==> src/rtl/pcie_ts_os_gen.sv <==
// PCIe TS1/TS2 ordered-set generator: emits 16-symbol training sets with valid/ready handshake.
// Optional completed-set counter is enabled by defining PCIE_TS_OS_CNT_EN.
module pcie_ts_os_gen #(
  parameter int OS_CNT_W = 16
) (
  input  logic                clk_i,
  input  logic                rst_ni,
  input  logic                en_i,
  input  logic                ts2_i,
  input  logic                link_pad_i,
  input  logic                lane_pad_i,
  input  logic [7:0]          link_num_i,
  input  logic [4:0]          lane_num_i,
  input  logic [7:0]          n_fts_i,
  input  logic [7:0]          rate_id_i,
  input  logic [7:0]          train_ctrl_i,
  input  logic                sym_ready_i,
  output logic                sym_valid_o,
  output logic [7:0]          sym_data_o,
  output logic                sym_k_o,
  output logic                sos_o,
  output logic                eos_o,
  output logic                busy_o,
  output logic [OS_CNT_W-1:0] os_cnt_o
);

  typedef enum logic {IDLE, SEND} state_t;

  typedef struct packed {
    logic       ts2;
    logic       link_pad;
    logic       lane_pad;
    logic [7:0] link_num;
    logic [4:0] lane_num;
    logic [7:0] n_fts;
    logic [7:0] rate_id;
    logic [7:0] train_ctrl;
  } snap_t;

  localparam logic [7:0] SYM_COM = 8'hBC;
  localparam logic [7:0] SYM_PAD = 8'hF7;
  localparam logic [7:0] SYM_TS1 = 8'h4A;
  localparam logic [7:0] SYM_TS2 = 8'h45;

  state_t      state_reg, state_next;
  logic [3:0]  idx_reg, idx_next;
  snap_t       snap_reg, snap_next, snap_in;
  logic        valid_reg, k_reg, sos_reg, eos_reg, busy_reg;
  logic [7:0]  data_reg;
  logic        valid_next, k_next, sos_next, eos_next, busy_next;
  logic [7:0]  data_next;
  logic        accept;

  assign snap_in = '{ts2: ts2_i, link_pad: link_pad_i, lane_pad: lane_pad_i,
                     link_num: link_num_i, lane_num: lane_num_i, n_fts: n_fts_i,
                     rate_id: rate_id_i, train_ctrl: train_ctrl_i};

  // valid_reg is high exactly while in SEND, so it doubles as the handshake qualifier
  assign accept = valid_reg & sym_ready_i;

  always_comb begin
    state_next = state_reg;
    idx_next   = idx_reg;
    snap_next  = snap_reg;
    case (state_reg)
      IDLE: begin
        if (en_i) begin
          snap_next  = snap_in;
          idx_next   = 4'd0;
          state_next = SEND;
        end
      end
      SEND: begin
        if (accept) begin
          if (idx_reg == 4'd15) begin
            idx_next = 4'd0;
            if (en_i) begin
              snap_next = snap_in;
            end else begin
              state_next = IDLE;
            end
          end else begin
            idx_next = idx_reg + 4'd1;
          end
        end
      end
      default: begin
        state_next = IDLE;
        idx_next   = 4'd0;
      end
    endcase
  end

  // Outputs are decoded from the next state so the registered symbol lines up with the index
  always_comb begin
    k_next    = 1'b0;
    data_next = 8'h00;
    case (idx_next)
      4'd0: begin
        k_next    = 1'b1;
        data_next = SYM_COM;
      end
      4'd1: begin
        k_next    = snap_next.link_pad;
        data_next = snap_next.link_pad ? SYM_PAD : snap_next.link_num;
      end
      4'd2: begin
        k_next    = snap_next.lane_pad;
        data_next = snap_next.lane_pad ? SYM_PAD : {3'b000, snap_next.lane_num};
      end
      4'd3:    data_next = snap_next.n_fts;
      4'd4:    data_next = snap_next.rate_id;
      4'd5:    data_next = snap_next.train_ctrl;
      default: data_next = snap_next.ts2 ? SYM_TS2 : SYM_TS1;
    endcase
    valid_next = (state_next == SEND);
    busy_next  = valid_next;
    sos_next   = valid_next && (idx_next == 4'd0);
    eos_next   = valid_next && (idx_next == 4'd15);
    if (!valid_next) begin
      k_next    = 1'b0;
      data_next = 8'h00;
    end
  end

  always_ff @(posedge clk_i or negedge rst_ni) begin
    if (!rst_ni) begin
      state_reg <= IDLE;
      idx_reg   <= 4'd0;
      snap_reg  <= '0;
      valid_reg <= 1'b0;
      data_reg  <= 8'h00;
      k_reg     <= 1'b0;
      sos_reg   <= 1'b0;
      eos_reg   <= 1'b0;
      busy_reg  <= 1'b0;
    end else begin
      state_reg <= state_next;
      idx_reg   <= idx_next;
      snap_reg  <= snap_next;
      valid_reg <= valid_next;
      data_reg  <= data_next;
      k_reg     <= k_next;
      sos_reg   <= sos_next;
      eos_reg   <= eos_next;
      busy_reg  <= busy_next;
    end
  end

  assign sym_valid_o = valid_reg;
  assign sym_data_o  = data_reg;
  assign sym_k_o     = k_reg;
  assign sos_o       = sos_reg;
  assign eos_o       = eos_reg;
  assign busy_o      = busy_reg;

`ifdef PCIE_TS_OS_CNT_EN
  logic [OS_CNT_W-1:0] os_cnt_reg;

  always_ff @(posedge clk_i or negedge rst_ni) begin
    if (!rst_ni) begin
      os_cnt_reg <= '0;
    end else if (accept && (idx_reg == 4'd15) && (os_cnt_reg != '1)) begin
      os_cnt_reg <= os_cnt_reg + OS_CNT_W'(1);
    end
  end

  assign os_cnt_o = os_cnt_reg;
`else
  assign os_cnt_o = '0;
`endif

endmodule

==> config.mk <==
export PLATFORM = sky130hd
export DESIGN_NAME = pcie_ts_os_gen
export DESIGN_NICKNAME = d
export VERILOG_FILES = /design/src/rtl/pcie_ts_os_gen.sv
export SDC_FILE = /design/constraint.sdc
export NUM_CORES = 1
export LEC_CHECK = 0
export CORE_ASPECT_RATIO = 1.1
export CORE_UTILIZATION = 45
export DETAILED_ROUTE_END_ITERATION = 12
export GPL_ROUTABILITY_DRIVEN = 0
export PLACE_DENSITY = 0.74
export SETUP_SLACK_MARGIN = 0.3
export SLEW_MARGIN = 20
export SYNTH_ARGS = -nofsm -noshare
export SYNTH_HDL_FRONTEND = slang
export SYNTH_SLANG_ARGS = --single-unit
==> constraint.sdc <==
create_clock -name clk_i -period 5.5 [get_ports clk_i]
set_clock_uncertainty 0.15 [all_clocks]
set_input_delay 1.65 -clock clk_i [delete_from_list [all_inputs] [get_ports clk_i]]
set_output_delay 1.65 -clock clk_i [all_outputs]
set_load 0.05 [all_outputs]
# Yosys cells after proc, flatten, opt, wreduce, memory -nomap -nowiden
# Cells that the tools add are included.
[totals] register_bits=56 latch_bits=0 ramBits=0 rom_bits=0 inputBits=44 out_inout_bits=29 n_memories=0
[classes] add_sub_neg=1 n_mul=0 div=0 order_cmp=0 eq_ne=7 shifts=0 muxes=19 bitwise=2 reduce_logical=3
[ops] cell="40-bit two-way mux" n=3
[ops] cell="40-bit one-hot mux with 2 select lines" n=1
[ops] cell="8-bit one-hot mux with 6 select lines" n=1
[ops] cell="8-bit two-way mux" n=3
[ops] cell="4-bit two-way mux" n=4
[ops] cell="4-bit by 2-bit == test with 1-bit output, second input constant" n=2
[ops] cell="4-bit by 3-bit == test with 1-bit output, second input constant" n=2
[ops] cell="4-bit == test, second input constant" n=2
[ops] cell="4-bit one-hot mux with 2 select lines" n=1
[ops] cell="4-bit by 1-bit adder with 4-bit output, second input constant" n=1
[ops] cell="4-bit by 1-bit == test with 1-bit output, second input constant" n=1
[ops] cell="4-bit logical NOT" n=1
[ops] cell="1-bit two-way mux" n=4
[ops] cell="1-bit one-hot mux with 3 select lines" n=1
[ops] cell="1-bit logical AND" n=2
[ops] cell="1-bit one-hot mux with 2 select lines" n=1
[ops] cell="1-bit AND" n=1
[ops] cell="1-bit inverter" n=1

# Longest topological paths before layout
# Gate-level depths: netlist of the first run.
[logic_depth] word_depth=7 ltp_mapped=9

# Worst setup path before layout of the first run
# No wires, ideal clock.
[synth_path] path_kind="input port to flip-flop" from="input port sym_ready_i" to="register data_reg[4], in the netlist sym_data_o[4]" arrival_time_ns=3.010 t_required_ns=5.207 path_slack_ns=2.197 stages=7 path_buffers=1 path_cell_list="nand4_2 a21boi_4 buf_4 mux2_2 mux2_2 a32oi_1 nor3_1"
[synth_rtl] item="start: declaration" line_no="17" source="input logic sym_ready_i,"
[synth_rtl] item="end signal: assignment" line_no="142" source="data_reg <= data_next;"
[synth_rtl] item="end: declaration" line_no="49" source="logic [7:0] data_reg;"

# Worst setup path in the final report of the first run
[layout_path] from="input port sym_ready_i" to="register data_reg[2], in the netlist sym_data_o[2]"
[layout_between] elab_chain_len=6 word_cells_on_any_way=18 cone_classes="eq/ne: 5; mux: 11; bitwise: 1; reduce/logical: 1"
[layout_rtl] item="1-bit AND (*)" line_no="59" source="assign accept = valid_reg & sym_ready_i;"
[layout_rtl] item="4-bit two-way mux or 40-bit two-way mux (tied branches)" line_no="74" source="if (accept) begin"
[layout_rtl] item="4-bit one-hot mux with 2 select lines or 40-bit one-hot mux with 2 select lines (tied branches)" line_no="65" source="case (state_reg)"
[layout_rtl] item="4-bit by 3-bit == test with 1-bit output, or another cell as far along" line_no="98" source="case (idx_next)"
[layout_rtl] item="8-bit one-hot mux with 6 select lines" line_no="98"
[layout_rtl] item="8-bit two-way mux (*)" line_no="120" source="if (!valid_next) begin"
[layout_rtl] item="named net data_next[2]" line_no="51" source="logic [7:0] data_next;"
# The timed path passes the listed nets; every way through them passes the cells marked *.

==> results of run 1 <==
-- worst max-delay path by stage --
stage	from	end	slack (ns)	depth (start not counted)
global placement	sym_ready_i	sym_data_o[2]$_DFF_PN0_	1.04	8
floorplan	sym_ready_i	sym_data_o[4]$_DFF_PN0_	2.20	7
CTS	sym_ready_i	sym_data_o[2]$_DFF_PN0_	1.33	8
global route	sym_ready_i	sym_data_o[2]$_DFF_PN0_	1.13	8
finish	sym_ready_i	sym_data_o[2]$_DFF_PN0_	1.30	8
detailed placement	sym_ready_i	sym_data_o[2]$_DFF_PN0_	1.03	8
-- power by group --
group	leakage [uW]	total, uW	internal [uW]	switching, uW
clock network	0.0000404	227	90.4	137
logic	0.000839	1000	387	616
registers	0.000690	698	597	101
total	0.00157	1930	1070	854
-- metrics by stage --
step	power [uW]	utilization (%)	hold slack [ns]	std cells	worst slack, ns
CTS	1930	56.5	0.333	431	1.33
global placement	1670	55.0	0.308	423	1.04
detailed placement	1690	55.0	0.307	423	1.03
finish	1930	56.5	0.334	431	1.30
floorplan	1430	-	0.288	316	2.20
global route	2060	56.5	0.352	431	1.13
-- routing by layer --
layer	GRT usage, %	vias to the layer above	part of all wire (%)
met5	0	-	0
met4	8.59	0	2.2
met3	3.62	25	7.7
met2	34.9	139	49
met1	27.1	1100	41
li1	-	1109	-
-- cell families after synthesis --
kind of cell | synth area share (%)
fa+ha+maj | 0.433
mux | 9.39
buf+inv | 8.18
simple gates | 20.8
flops | 48.5
compound gates | 12.6
other cells | 0.130
-- worst max-delay path, cell delays in order --
cell,delay (ns)
clkdlybuf4s50_1,0.60
nand4_2,0.21
a21boi_4,0.59
buf_4,0.43
nor3_1,0.09
nor4_1,0.28
nor4b_1,0.13
a311oi_1,0.27
-- cells in the final DEF (no fill, tap or decap), types with 2 or more instances in the layout --
| cell type | count |
|---|---|
| conb_1 | 16 |
| nor2_1 | 16 |
| inv_2 | 3 |
| buf_4 | 3 |
| nand3_1 | 4 |
| clkinvlp_4 | 2 |
| clkbuf_8 | 5 |
| inv_1 | 2 |
| nor3b_1 | 4 |
| a211oi_1 | 2 |
| a31oi_1 | 2 |
| a311oi_1 | 2 |
| or3_1 | 2 |
| nor4_1 | 3 |
| o21ai_0 | 10 |
| a21oi_1 | 8 |
| nand2_1 | 78 |
| mux2_2 | 19 |
| nor3_1 | 20 |
| a21o_1 | 2 |
| clkdlybuf4s50_1 | 55 |
| mux2i_1 | 2 |
| mux2_1 | 2 |
| and3b_1 | 2 |
| dfrtp_1 | 56 |
-- final cells by class --
cell class                      instances  area, sq um
Clock buffer                            5         68.8
Sequential cell                        56         1400
Inverter                                5         18.8
Tap cell                               80          100
Clock inverter                          3         23.8
Fill cell                             566         2690
Timing Repair Buffer                   59          578
Multi-Input combinational cell        223         1310
==> results.ini, run 1 <==
[run_status]
status=completed

[clock_network]
clock_sinks=56
cts_root_buf=clkbuf_8
clk_pin_slew_ns=0.09
cts_buffers=5
cts_resized=0
cts_htree_levels=2
cts_hold_buf=0
clkLatencyLatePin_ns=0.32
cts_buffer_depth=2
post_cts_buffers=0
cts_tree=built

[floorplanning]
row_count=30
dieArea_sq_mm=0.00675
core_sq_mm=0.00619
ios=73
die_w_um=78.4
die_h_um=86.1
initial_core_util_pct=46.7

[logic_synthesis]
syn_avg_cell_area_sq_um=9.61
yosysWarnings=0
yosys_register_bits=56
netlist.area_leader.share_pct=48.5
ys_types=55
synth.most_common_cell=nand2_1
ys_seq_area_share_pct=48.5
synthCells=301
synth_area_leader_cell=dfrtp_1
synth_edf_count=0
yosys-top-cells-count=nand2_1 (78), dfrtp_1 (56), nor3_1 (20)
synth-async-reset-ratio_pct=100
ys.flop_type=dfrtp_1
ys_top_cells_by_area=dfrtp_1 (48%), nand2_1 (10%), mux2_2 (7.4%), buf_4 (4.9%), nor3_1 (3.5%)
syn_area_sq_mm=0.00289

[global_route]
grt.total_usage_pct=21.0
overflow=0
grt_max_degree=57
grt_pass1_vias=2277
grt_pass1_wl_mm=10.9
antenna_found_initial=0

[route]
avgViaCountPerCell=5.51
first_pass_iters=5
ant_nets=0
drt_iter0_drc=257
vias=2373
drc=0
drt_wl_total_mm=6.62
wl_per_cell_um=15.4

[critical_path]
worstPathMaxFanout=31
crit_arrival_ns=4.27
cp-end-kind=register
r2r-end=sym_data_o[2]$_DFF_PN0_
critPathKind=primary input to register
crit_required_ns=5.56
r2r-start=idx_reg[0]$_DFF_PN0_
r2r.worst_path.cells=8
start_kind=primary input
r2r_slack_ns=2.57

[sta]
timing.final.crit_period_ns=4.20
max_slew_margin_pct=54.4
hold_viol_final=0
slew_viol_final=0
worst_slew_pin_slew_ns=0.684
fmax_mhz=238
finalSetupTns_ns=0
post-route-period-util_pct=76.5
finalSetupViolCount=0
rsz0062_at_grt=no

[hold_path]
hp-start=snap_reg[32]$_DFF_PN0_
min_to=snap_reg[32]$_DFF_PN0_
hold_class=register to register
hold-path-cell-count=2

[finish]
largest_reg_flops=40
final_area_sq_mm=0.00350
fin_nets=395
syn_to_final_growth_pct=21.1
antenna_cells=0
drive_gt1_share_pct=12.5

[placed_design]
numPortBuffers=56
dpl.hpwl_mm=4.62
dpl_cell_area_sq_mm=0.00341

[pwr]
p_leak_uw=0.00157
vdd_drop_max_mv=0.255
p_per_area_mw_per_mm2=551

[flow_run]
drv_cap=0

Power figures use the tool's default switching activity.
==> inputs of run 2 (changes only) <==
- CORE_UTILIZATION: 45 -> 44
- PLACE_DENSITY: 0.74 -> 0.76
- clock period: 5.5 -> 3.75 ns (I/O delays scaled with it)
==> run 2 against run 1 <==
Highest routed layer unchanged. Largest power group unchanged. Combinational power rose by 50%. Critical path type unchanged. Sequential share of layout area shrank 0.59 points. Flip-flop and latch count stayed put. First-iteration DRC count fell by 8.9%. Critical endpoint is now sym_data_o[6]$_DFF_PN0_.
==> results.ini, run 2 (synthesis gave the netlist of run 1 again) <==
[route]
vias=2334  ; -1.6%
avgViaCountPerCell=5.35  ; -2.8%
ant_nets=0  ; unchanged
drc=0  ; unchanged
drt_wl_total_mm=6.67  ; +0.69%
wl_per_cell_um=15.3  ; -0.46%
first_pass_iters=4  ; -1
drt_iter0_drc=234  ; -8.9%

[sta]
rsz0062_at_grt=no
worst_slew_pin_slew_ns=0.586  ; -0.0981 ns
post-route-period-util_pct=89.2
finalSetupTns_ns=0  ; unchanged
finalSetupViolCount=0  ; unchanged
hold_viol_final=0  ; unchanged
timing.final.crit_period_ns=3.35
fmax_mhz=299
slew_viol_final=0  ; unchanged
max_slew_margin_pct=60.9  ; +6.5 points

[critical_path]
slowest_stage=clkdlybuf4s50_1
max_stage_delay_ns=0.61  ; about the same
critPathKind=primary input to register
cp-end-kind=register
crit_required_ns=3.81  ; -1.75 ns
start_kind=primary input
crit_arrival_ns=3.40  ; -0.87 ns
cp_top_family=compound AO/OA/AOI/OAI gates
worstPathCellList=clkdlybuf4s50_1, mux2i_1, a22oi_4, inv_2, o311a_1, a311oi_1, o221ai_1, and2_1
worstPathMaxFanout=17  ; -45%
timing.critical_path.buf_inv=2  ; unchanged

[pwr]
seqPwrFrac_pct=35.9  ; -0.3 points
power.net_switching_uw=1260  ; +47%
p_per_area_mw_per_mm2=803  ; +46%
vdd_drop_max_mv=0.416  ; +63%
p_sw_share_pct=44.1  ; -0.16 points
pwr-share-clk_pct=11.7  ; about the same
p_leak_uw=0.00160  ; +2.3%
internal_power_uw=1590  ; +48%
p_comb_share_pct=52.4  ; +0.4 points

[clock_network]
cts_buffers=5  ; unchanged
cts_resized=0  ; unchanged
cts_tree=built
cts_htree_levels=2  ; unchanged
post_cts_buffers=0  ; unchanged
cts_root_buf=clkbuf_8
cts_hold_buf=0  ; unchanged
clock_sinks=56  ; unchanged
clk_pin_slew_ns=0.10  ; about the same
cts_buffer_depth=2  ; unchanged
clkLatencyLatePin_ns=0.31  ; about the same

[global_route]
grt_pass1_vias=2177  ; -4.4%
grt.total_usage_pct=20.3  ; -0.71 points
antenna_found_initial=0  ; unchanged
grt_max_degree=48  ; -16%
grt_pass1_wl_mm=10.6  ; -2.8%
overflow=0  ; unchanged

[placed_design]
dpl.hpwl_mm=4.83  ; +4.5%
numPortBuffers=56  ; unchanged

[finish]
antenna_cells=0  ; unchanged
syn_to_final_growth_pct=22.9
final_common_cell=nand2_1
final_cell_mix=nand2_1 (78), dfrtp_1 (56), clkdlybuf4s50_1 (55), nor3_1 (20), mux2_2 (19)
drive_gt1_share_pct=13.8  ; +1.2 points
fillers=550  ; -2.8%
fin_nets=400  ; +1.3%
largest_reg_flops=40  ; unchanged
final_util_pct=56.7  ; +0.16 points

[floorplanning]
dieArea_sq_mm=0.00690  ; +2.2%
ios=73  ; unchanged
row_count=30  ; unchanged
die_w_um=79.3  ; +1.1%
initial_core_util_pct=46.1  ; -0.56 points
die_h_um=87.0  ; +1.1%
core_sq_mm=0.00627  ; +1.2%

[hold_path]
hold_class=register to register

[run_status]
status=completed

[flow_run]
drv_cap=0  ; unchanged

-- run 2: power groups by stage --
stage          combinational (uW)  clock (uW)  sequential [uW]
2_1_floorplan                 948           0             1150
3_3_place_gp                 1450           0             1020
4_1_cts                      1480         345             1020
6_report                     1500         335             1020
5_1_grt                      1620         364             1050
3_5_place_dp                 1470           0             1030
-- run 2: area by class of cell --
type	count	area (sq um)	share of cell area, %
clock buffer	5	68.8	1.94
clock inverter	3	26.3	0.739
inverter	5	18.8	0.528
multi-input combinational	223	1310	36.9
sequential	56	1400	39.4
tap	80	100	2.82
timing repair buffer	64	628	17.7
-- run 2: final timing paths --
kind	slack [ns]	startpoint	depth (start not counted)	to
hold reg to reg	0.34	snap_reg[30]$_DFF_PN0_	2	snap_reg[30]$_DFF_PN0_
min in group asynchronous	0.50	rst_ni	1	snap_reg[13]$_DFF_PN0_
hold / removal	0.34	snap_reg[30]$_DFF_PN0_	2	snap_reg[30]$_DFF_PN0_
max in group asynchronous	2.11	rst_ni	2	snap_reg[27]$_DFF_PN0_
setup / recovery	0.40	sym_ready_i	8	sym_data_o[6]$_DFF_PN0_
setup reg to reg	1.12	busy_o$_DFF_PN0_	7	sym_data_o[6]$_DFF_PN0_
-- run 2: metrics by stage --
stage / hold slack [ns] / instance area, sq um / worst slack (ns) / power [uW] / instances
floorplan: 0.288 / 2950 / 0.972 / 2090 / 316
global placement: 0.302 / 3460 / 0.175 / 2470 / 428
detailed placement: 0.314 / 3460 / 0.119 / 2510 / 428
CTS: 0.339 / 3550 / 0.471 / 2850 / 436
global route: 0.358 / 3550 / 0.302 / 3030 / 436
finish: 0.336 / 3550 / 0.404 / 2850 / 436
-- run 2: tightest hold or removal path: stages, from the launching register on --
cell	delay (ns)
dfrtp_1	0.36
nand2_1	0.05
nand2_1	0.05
-- run 2: per-layer routing --
layer  track usage, %  up-vias  part of all wire (%)  routed length, um
li1                 -     1115                     -                  -
met1             27.0     1097                    42               2790
met2             33.8      113                    49               3290
met3             3.87        9                   7.3                487
met4             5.79        0                   1.6                104
met5                0        -                     0                  0
